## config.mk

```make
export PLATFORM = sky130hd
export DESIGN_NAME = sseg_display_arbiter
export DESIGN_NICKNAME = d
export VERILOG_FILES = /design/src/rtl/sseg_display_arbiter.sv
export SDC_FILE = /design/constraint.sdc
export NUM_CORES = 1
export LEC_CHECK = 0
export BUFFER_PORTS_ARGS = -buffer_cell sky130_fd_sc_hd__buf_2
export CAP_MARGIN = 15
export CORE_MARGIN = 8
export CORE_UTILIZATION = 55
export CTS_CLUSTER_DIAMETER = 40
export DETAILED_ROUTE_END_ITERATION = 16
export PLACE_DENSITY = 0.85
export RECOVER_POWER = 100
export REMOVE_ABC_BUFFERS = 1
export SLEW_MARGIN = 0
export SYNTH_ARGS = -nofsm -noshare
export SYNTH_HDL_FRONTEND = slang
export SYNTH_SLANG_ARGS = --single-unit
export TNS_END_PERCENT = 50
```

## constraint.sdc

```tcl
create_clock -name clk -period 3.57 [get_ports clk]
set_clock_uncertainty 0.05 [all_clocks]
set_input_delay 0.1785 -clock clk [delete_from_list [all_inputs] [get_ports clk]]
set_output_delay 0.1785 -clock clk [all_outputs]
set_load 0.02 [all_outputs]
```

## src/rtl/sseg_display_arbiter.sv

```systemverilog
// Round-robin arbiter that time-shares the four_digit_sseg `num` input among four requesters.
// Optional idle scroller enabled by defining SSEG_ARB_IDLE_SCROLL_EN.
module sseg_display_arbiter #(
  parameter int TICK_DIV    = 100000,
  parameter int DWELL_TICKS = 500
) (
  input  logic        clk,
  input  logic        rst,
  input  logic [3:0]  req,
  input  logic [63:0] data,
  output logic [3:0]  gnt,
  output logic [3:0]  done,
  output logic [15:0] num,
  output logic [1:0]  owner,
  output logic        active
);
  localparam int PW = (TICK_DIV > 1) ? $clog2(TICK_DIV) : 1;
  localparam int DW = (DWELL_TICKS > 1) ? $clog2(DWELL_TICKS) : 1;
  localparam logic [PW-1:0] PRE_MAX   = PW'(TICK_DIV - 1);
  localparam logic [DW-1:0] DWELL_MAX = DW'(DWELL_TICKS - 1);

  typedef enum logic [1:0] {IDLE, SHOW, RELEASE} state_t;

  state_t          state, state_nxt;
  logic [3:0]      gnt_nxt, done_nxt;
  logic [15:0]     num_nxt;
  logic [1:0]      owner_nxt, ptr, ptr_nxt;
  logic            active_nxt;
  logic [PW-1:0]   pre, pre_nxt, pre_inc;
  logic [DW-1:0]   dwell, dwell_nxt, dwell_inc;
  logic [1:0]      sel, idx;
  logic            found, tick, expire;
  logic [3:0]      others;

  // First set request bit scanning upward from ptr+1; ptr itself is scanned last.
  always_comb begin
    sel   = ptr;
    found = 1'b0;
    idx   = ptr;
    for (int k = 1; k <= 4; k++) begin
      idx = ptr + 2'(k);
      if (!found && req[idx]) begin
        sel   = idx;
        found = 1'b1;
      end
    end
  end

  assign tick      = (pre == PRE_MAX);
  assign expire    = tick && (dwell == DWELL_MAX);
  assign pre_inc   = tick ? '0 : pre + 1'b1;
  assign dwell_inc = tick ? dwell + 1'b1 : dwell;
  assign others    = req & ~(4'b0001 << owner);

  always_comb begin
    state_nxt  = state;
    gnt_nxt    = gnt;
    done_nxt   = '0;
    num_nxt    = num;
    owner_nxt  = owner;
    active_nxt = active;
    ptr_nxt    = ptr;
    pre_nxt    = pre;
    dwell_nxt  = dwell;
    case (state)
      IDLE: begin
        if (req != 4'b0000) begin
          state_nxt  = SHOW;
          gnt_nxt    = 4'b0001 << sel;
          owner_nxt  = sel;
          active_nxt = 1'b1;
          num_nxt    = data[{sel, 4'b0000} +: 16];
          pre_nxt    = '0;
          dwell_nxt  = '0;
        end
`ifdef SSEG_ARB_IDLE_SCROLL_EN
        else if (expire) begin
          owner_nxt = owner + 2'd1;
          num_nxt   = data[{owner_nxt, 4'b0000} +: 16];
          pre_nxt   = '0;
          dwell_nxt = '0;
        end else begin
          pre_nxt   = pre_inc;
          dwell_nxt = dwell_inc;
        end
`endif
      end
      SHOW: begin
        if (req[owner]) num_nxt = data[{owner, 4'b0000} +: 16];
        if (expire) begin
          pre_nxt   = '0;
          dwell_nxt = '0;
          // Renew only when the owner is the sole requester; otherwise hand over.
          if (!(req[owner] && others == 4'b0000)) begin
            state_nxt  = RELEASE;
            gnt_nxt    = '0;
            done_nxt   = gnt;
            active_nxt = 1'b0;
            ptr_nxt    = owner;
          end
        end else begin
          pre_nxt   = pre_inc;
          dwell_nxt = dwell_inc;
        end
      end
      RELEASE: begin
        state_nxt = IDLE;
        pre_nxt   = '0;
        dwell_nxt = '0;
      end
      default: state_nxt = IDLE;
    endcase
  end

  always_ff @(posedge clk) begin
    if (rst) begin
      state  <= IDLE;
      gnt    <= '0;
      done   <= '0;
      num    <= '0;
      owner  <= '0;
      active <= 1'b0;
      ptr    <= 2'd3;
      pre    <= '0;
      dwell  <= '0;
    end else begin
      state  <= state_nxt;
      gnt    <= gnt_nxt;
      done   <= done_nxt;
      num    <= num_nxt;
      owner  <= owner_nxt;
      active <= active_nxt;
      ptr    <= ptr_nxt;
      pre    <= pre_nxt;
      dwell  <= dwell_nxt;
    end
  end
endmodule
```

### After elaboration in Yosys (flattened, before gate mapping)

Cells that the tools add are included.

* reductions and logical operators: 21
* add/sub/neg operators: 5
* muxes and demuxes: 40
* shift operators: 4
* bitwise gates (word level): 5
* order comparisons: 5
* equality and inequality tests: 9

Operator list (count)
* 64-bit by 7-bit indexed part select with 16-bit output: 2
* 17-bit 2-to-1 mux: 3
* 17-bit one-hot mux with 3 select lines: 1
* 16-bit 2-to-1 mux: 2
* 16-bit one-hot mux with 2 select lines: 1
* 9-bit 2-to-1 mux: 3
* 9-bit one-hot mux with 3 select lines: 1
* 17-bit by 1-bit adder with 17-bit output, second input constant: 1
* 17-bit equality test, second input constant: 1
* 2-bit by 3-bit less-than comparator with 1-bit output, second input constant: 5
* 2-bit 2-to-1 mux: 7
* 4-bit 2-to-1 mux: 3
* 3-bit AND reduction: 4
* 1-bit 2-to-1 mux: 11
* 1-bit binary-select mux with 2-bit select: 5
* 9-bit by 1-bit adder with 9-bit output, second input constant: 1
* 9-bit equality test, second input constant: 1
* 2-bit != test, second input constant: 4
* 4-bit one-hot mux with 2 select lines: 1
* 1-bit by 2-bit << shifter with 4-bit output, first input constant: 2
* 1-bit logical AND: 5
* 2-bit adder, second input constant: 2
* 4-bit AND: 1
* 4-bit logical NOT: 1
* other kinds (16): 21

* register bits: 57
* input port bits: 70
* logic and storage cells: 98
* output and inout bits: 27

### Depth between registers and ports, before layout

* word-level depth: 16
* depth in mapped cells: 8
* gate-level depth less buffers: 7

### Worst setup path after synthesis

Ideal clock, no wire load.

* path kind: reg-to-reg
* start point: register pre[5]
* end point: register dwell[6]
* setup slack: 1.284 ns
* cell stages (with the launch flop): 8
* clock period less this slack: 2.286 ns
* setup time: 0.088 ns
* arrival: 2.148 ns
* path buffers: 1
* required time: 3.432 ns
* cells stage by stage: dfxtp_1 -> buf_6 -> or4b_4 -> or4_4 -> a21oi_4 -> and2_4 -> a31oi_1 -> a311oi_2

* longest elaborated chain between the ends: 4
* elaborated cells between the ends (all ways): 6
* those cells by class: 2 x eq/ne; 2 x mux; 2 x reduce/logical

Ends and longest elaborated chain
* from (decl): RTL line 29 `logic [PW-1:0] pre, pre_nxt, pre_inc;`
* from (signal assigned): RTL line 134 `pre <= pre_nxt;`
* 17-bit equality test *: RTL line 49 `assign tick = (pre == PRE_MAX);`
* 1-bit logical AND: RTL line 50 `assign expire = tick && (dwell == DWELL_MAX);`
* 3-bit != test (no source line) / 9-bit 2-to-1 mux (equally long branches)
* 3-bit AND reduction (no source line) / 9-bit one-hot mux with 3 select lines (equally long branches)
* to (signal assigned): RTL line 135 `dwell <= dwell_nxt;`
* to (decl): RTL line 30 `logic [DW-1:0] dwell, dwell_nxt, dwell_inc;`

Every way passes the cells marked *; elsewhere a longest branch is shown, timed or not.
A chain may end at the register's enable or synchronous reset.

### Final worst setup path

* start point: register state[1]
* end point: register num[9]

* longest elaborated chain between the ends: 3
* elaborated cells between the ends (all ways): 7
* those cells by class: 3 x eq/ne; 1 x mux; 3 x reduce/logical

Ends and longest elaborated chain
* from (decl): RTL line 24 `state_t state, state_nxt;`
* from (signal assigned): RTL line 127 `state <= state_nxt;`
* 2-bit by 1-bit equality test with 1-bit output / 2-bit logical NOT (equally long branches): RTL line 65 `case (state)`
* 2-bit != test (no source line) / 2-bit nonzero test (equally long branches)
* 3-bit AND reduction (no source line)
* to (signal assigned): RTL line 130 `num <= num_nxt;`
* to (decl): RTL line 13 `output logic [15:0] num,`

Several ways; a longest one is shown, not always the timed one.

==> reports/summary.txt <==
Largest net degree at the start of global routing: 23
Port buffer count: 96
Post-synth EDFFs: 0
Mapped Cells: 342
Initial antenna violation count: 0
Depth of the worst hold-timing path: 3
Post-DP HPWL: 6280 µm
Worst Hold End: num[13]$_SDFFE_PP0P_
Fmax achieved: 349 MHz
Area Overhead vs Synth: 22.7%
Vias per cell: 5.65
MaxCap Viol Count: 0
Final hold vios: 0
Fillcell total: 440
Final setup viols: 0
Setup Crit Path Kind: reg2reg
Layout cell share with drive strength beyond 1: 23.4%
Fraction of registers with async set/reset: 0%
Pwr Density: 458 nW/µm²
Beginning of the worst hold path: data[29]
Sum Neg Setup Slack: 0 ns
Clk root buf: clkbuf_8
Final #Nets: 512
Wire length per cell after detailed routing: 16.4 µm
CP arrival: 3.10 ns
Clk_lat worst skew: 0.35 ns
Reg-to-reg endpoint: num[9]$_SDFFE_PP0P_
Fin crit period: 2.87 ns
Die height: 90.6 µm
Mapped cell area: 3060 µm²
Initial DRC count: 151
Synth top area share: 37.3%
H-tree depth: 3
Pre-antenna DRT Iters: 5
Number of global-route vias before repair: 2,962
Post-CTS setup buffer count: 0
Ys Warns: 0
WHS: 0.0582 ns
Area of the multi-input gates: 1780 µm²
Slew HR: 5.35%
Clk buf depth: 2
Tightest Pin Transition: 1.41 ns
WL final: 8470 µm
Top Ports: 97
Main synth FF type: dfxtp_1
Seq/Total Area, Yosys: 37.3%
Fin. max-slew vios: 0
RePlAce Congestion: 0.826
Clock sinks: 57
Crit path launch type: register
Hold crit path type: in2reg
Sequential Area: 1140 µm²
Peak VDD IR: 253 µV
Synthesized area per cell: 8.95 µm²
Tcrit/Tclk final: 80.3%
Grt total ovfl: 0
Initial core utilization: 56.3%
Top cells by area, synth: dfxtp_1 37%, mux2i_1 8.5%, nor2_1 4.4%
DRT antenna net count: 0
R2r setup slk: 0.70 ns
FP Rows: 27
Placed insts: 501
Reg2Reg Depth: 6
Synth area leader: dfxtp_1
RSZ-0062 raised after global routing: false
CP Data Required Time: 3.80 ns
Core Area: 5440 µm²
Worst setup EP type: register
Worst-path clk slew: 0.07 ns
Total global-route track usage: 20.7%
First-pass GRT wire length: 14,100 µm
CTS tree: yes
Remaining DRCs: 0
Critical Path Fanout Max: 14
Outcome: complete, no violations
Leak Pwr: 0.00154 µW
Die area: 8210 µm²
Num CTS Buffers: 9
Non-filler cells, final: 517
Seq cells post-synth: 57
RR Startpoint: state[1]$_SDFFE_PP0P_
Cell variety after synth: 55
Die width: 90.6 µm
DR vias: 2,920
Hold_buf cts: 0
ANT cells: 0
Post_cts resized: 0
-- kinds of logic (layout without fill, tap and decap cells) --
kind of cell / Yosys count / in the layout / share of synthesized area [%]
buffers and inverters: 18 / 121 / 3.51
multiplexers: 35 / 35 / 12.2
flip-flops: 57 / 57 / 37.3
XOR/XNOR: 13 / 13 / 3.72
adder cells (fa/ha/maj): 2 / 2 / 0.817
AND/OR/NAND/NOR: 128 / 128 / 23.1
AO/OA/AOI/OAI: 89 / 89 / 19.4
-- Yosys cell counts, drive strengths merged, types with 3 or more instances --
| cell | n |
|---|---|
| buf | 7 |
| nor2 | 36 |
| clkbuf | 7 |
| xor2 | 5 |
| xnor2 | 8 |
| nand4 | 10 |
| a21oi | 24 |
| and2 | 11 |
| nand2b | 10 |
| a21o | 5 |
| dfxtp | 57 |
| mux2 | 8 |
| nand2 | 17 |
| nand3 | 8 |
| a31oi | 5 |
| a2bb2oi | 8 |
| nor4 | 4 |
| nor3 | 9 |
| a22oi | 9 |
| nand4b | 3 |
| or3 | 3 |
| mux2i | 26 |
| o21ai | 27 |
| inv | 4 |
-- per-stage QoR --
| step | instance area (µm²) | setup WS, ns | power (µW) | utilization [%] |
|---|---|---|---|---|
| 2_1_floorplan | 2970 | 1.21 | 883 | - |
| 3_3_place_gp | 3580 | 1.16 | 993 | 65.8 |
| 3_5_place_dp | 3580 | 1.06 | 1000 | 65.8 |
| 4_1_cts | 3820 | 1.05 | 1740 | 70.3 |
| 5_1_grt | 3760 | 0.489 | 1800 | 69.1 |
| 6_report | 3760 | 0.702 | 1720 | 69.1 |
-- cell type report --
type	count	share of cell area, %
clock buffers	11	3.76
clock inverters	5	2.73
inverters	4	0.400
multi-input cells	267	47.5
flip-flops and latches	57	30.4
well taps	72	2.40
repair buffers	101	12.9
-- cells in the final DEF (no fill, tap or decap), types with 3 or more instances in the layout --
cell type and instances:
a21o_1 4, a21oi_1 24, a22oi_1 9, a2bb2oi_1 8, a31oi_1 5, and2_0 5
and2_1 5, buf_2 68, buf_4 5, bufinv_16 3, clkbuf_1 29, clkbuf_8 10
dfxtp_1 57, inv_1 4, mux2_2 7, mux2i_1 26, nand2_1 17, nand2b_1 10
nand3_1 8, nand4_1 10, nand4b_1 3, nor2_1 36, nor3_1 9, nor4_1 4
o21ai_0 27, or3_1 3, xnor2_1 8, xor2_1 5
-- per-layer routing --
metal / GRT usage (%) / wire length, µm
met3: 6.73 / 650
met1: 22.1 / 3430
met5: 0 / 0
met2: 35.7 / 4220
met4: 10.7 / 170
-- worst max-delay path, cell delays in order, from the launching register on --
cell,delay [ns]
dfxtp_1,0.40
and2b_2,0.34
and2_0,0.19
a31oi_1,1.01
nand2_1,0.47
a2bb2oi_1,0.25
o21ai_0,0.07
-- sequential cells by signal, summed over array words and instances (netlist names) --
signal,flops
active,1
done,4
dwell,9
gnt,4
num,16
owner,2
pre,17
ptr,2
state,2
-- worst max path at each step --
stage / from / endpoint / slack [ns]
after floorplan: state[1]$_SDFFE_PP0P_ / num[10]$_SDFFE_PP0P_ / 1.21
final: state[1]$_SDFFE_PP0P_ / num[9]$_SDFFE_PP0P_ / 0.70
after global routing: state[1]$_SDFFE_PP0P_ / num[14]$_SDFFE_PP0P_ / 0.49
after CTS: state[1]$_SDFFE_PP0P_ / num[9]$_SDFFE_PP0P_ / 1.05
after global placement: state[1]$_SDFFE_PP0P_ / num[12]$_SDFFE_PP0P_ / 1.16
after detailed placement: state[1]$_SDFFE_PP0P_ / num[9]$_SDFFE_PP0P_ / 1.06
-- power by group --
| group | leakage (µW) | switching (µW) | internal [µW] |
|---|---|---|---|
| clock | 0.000120 | 258 | 481 |
| sequential | 0.000465 | 22.5 | 671 |
| combinational | 0.000951 | 169 | 120 |
| total | 0.00154 | 449 | 1270 |
Power figures use the tool's default switching activity.
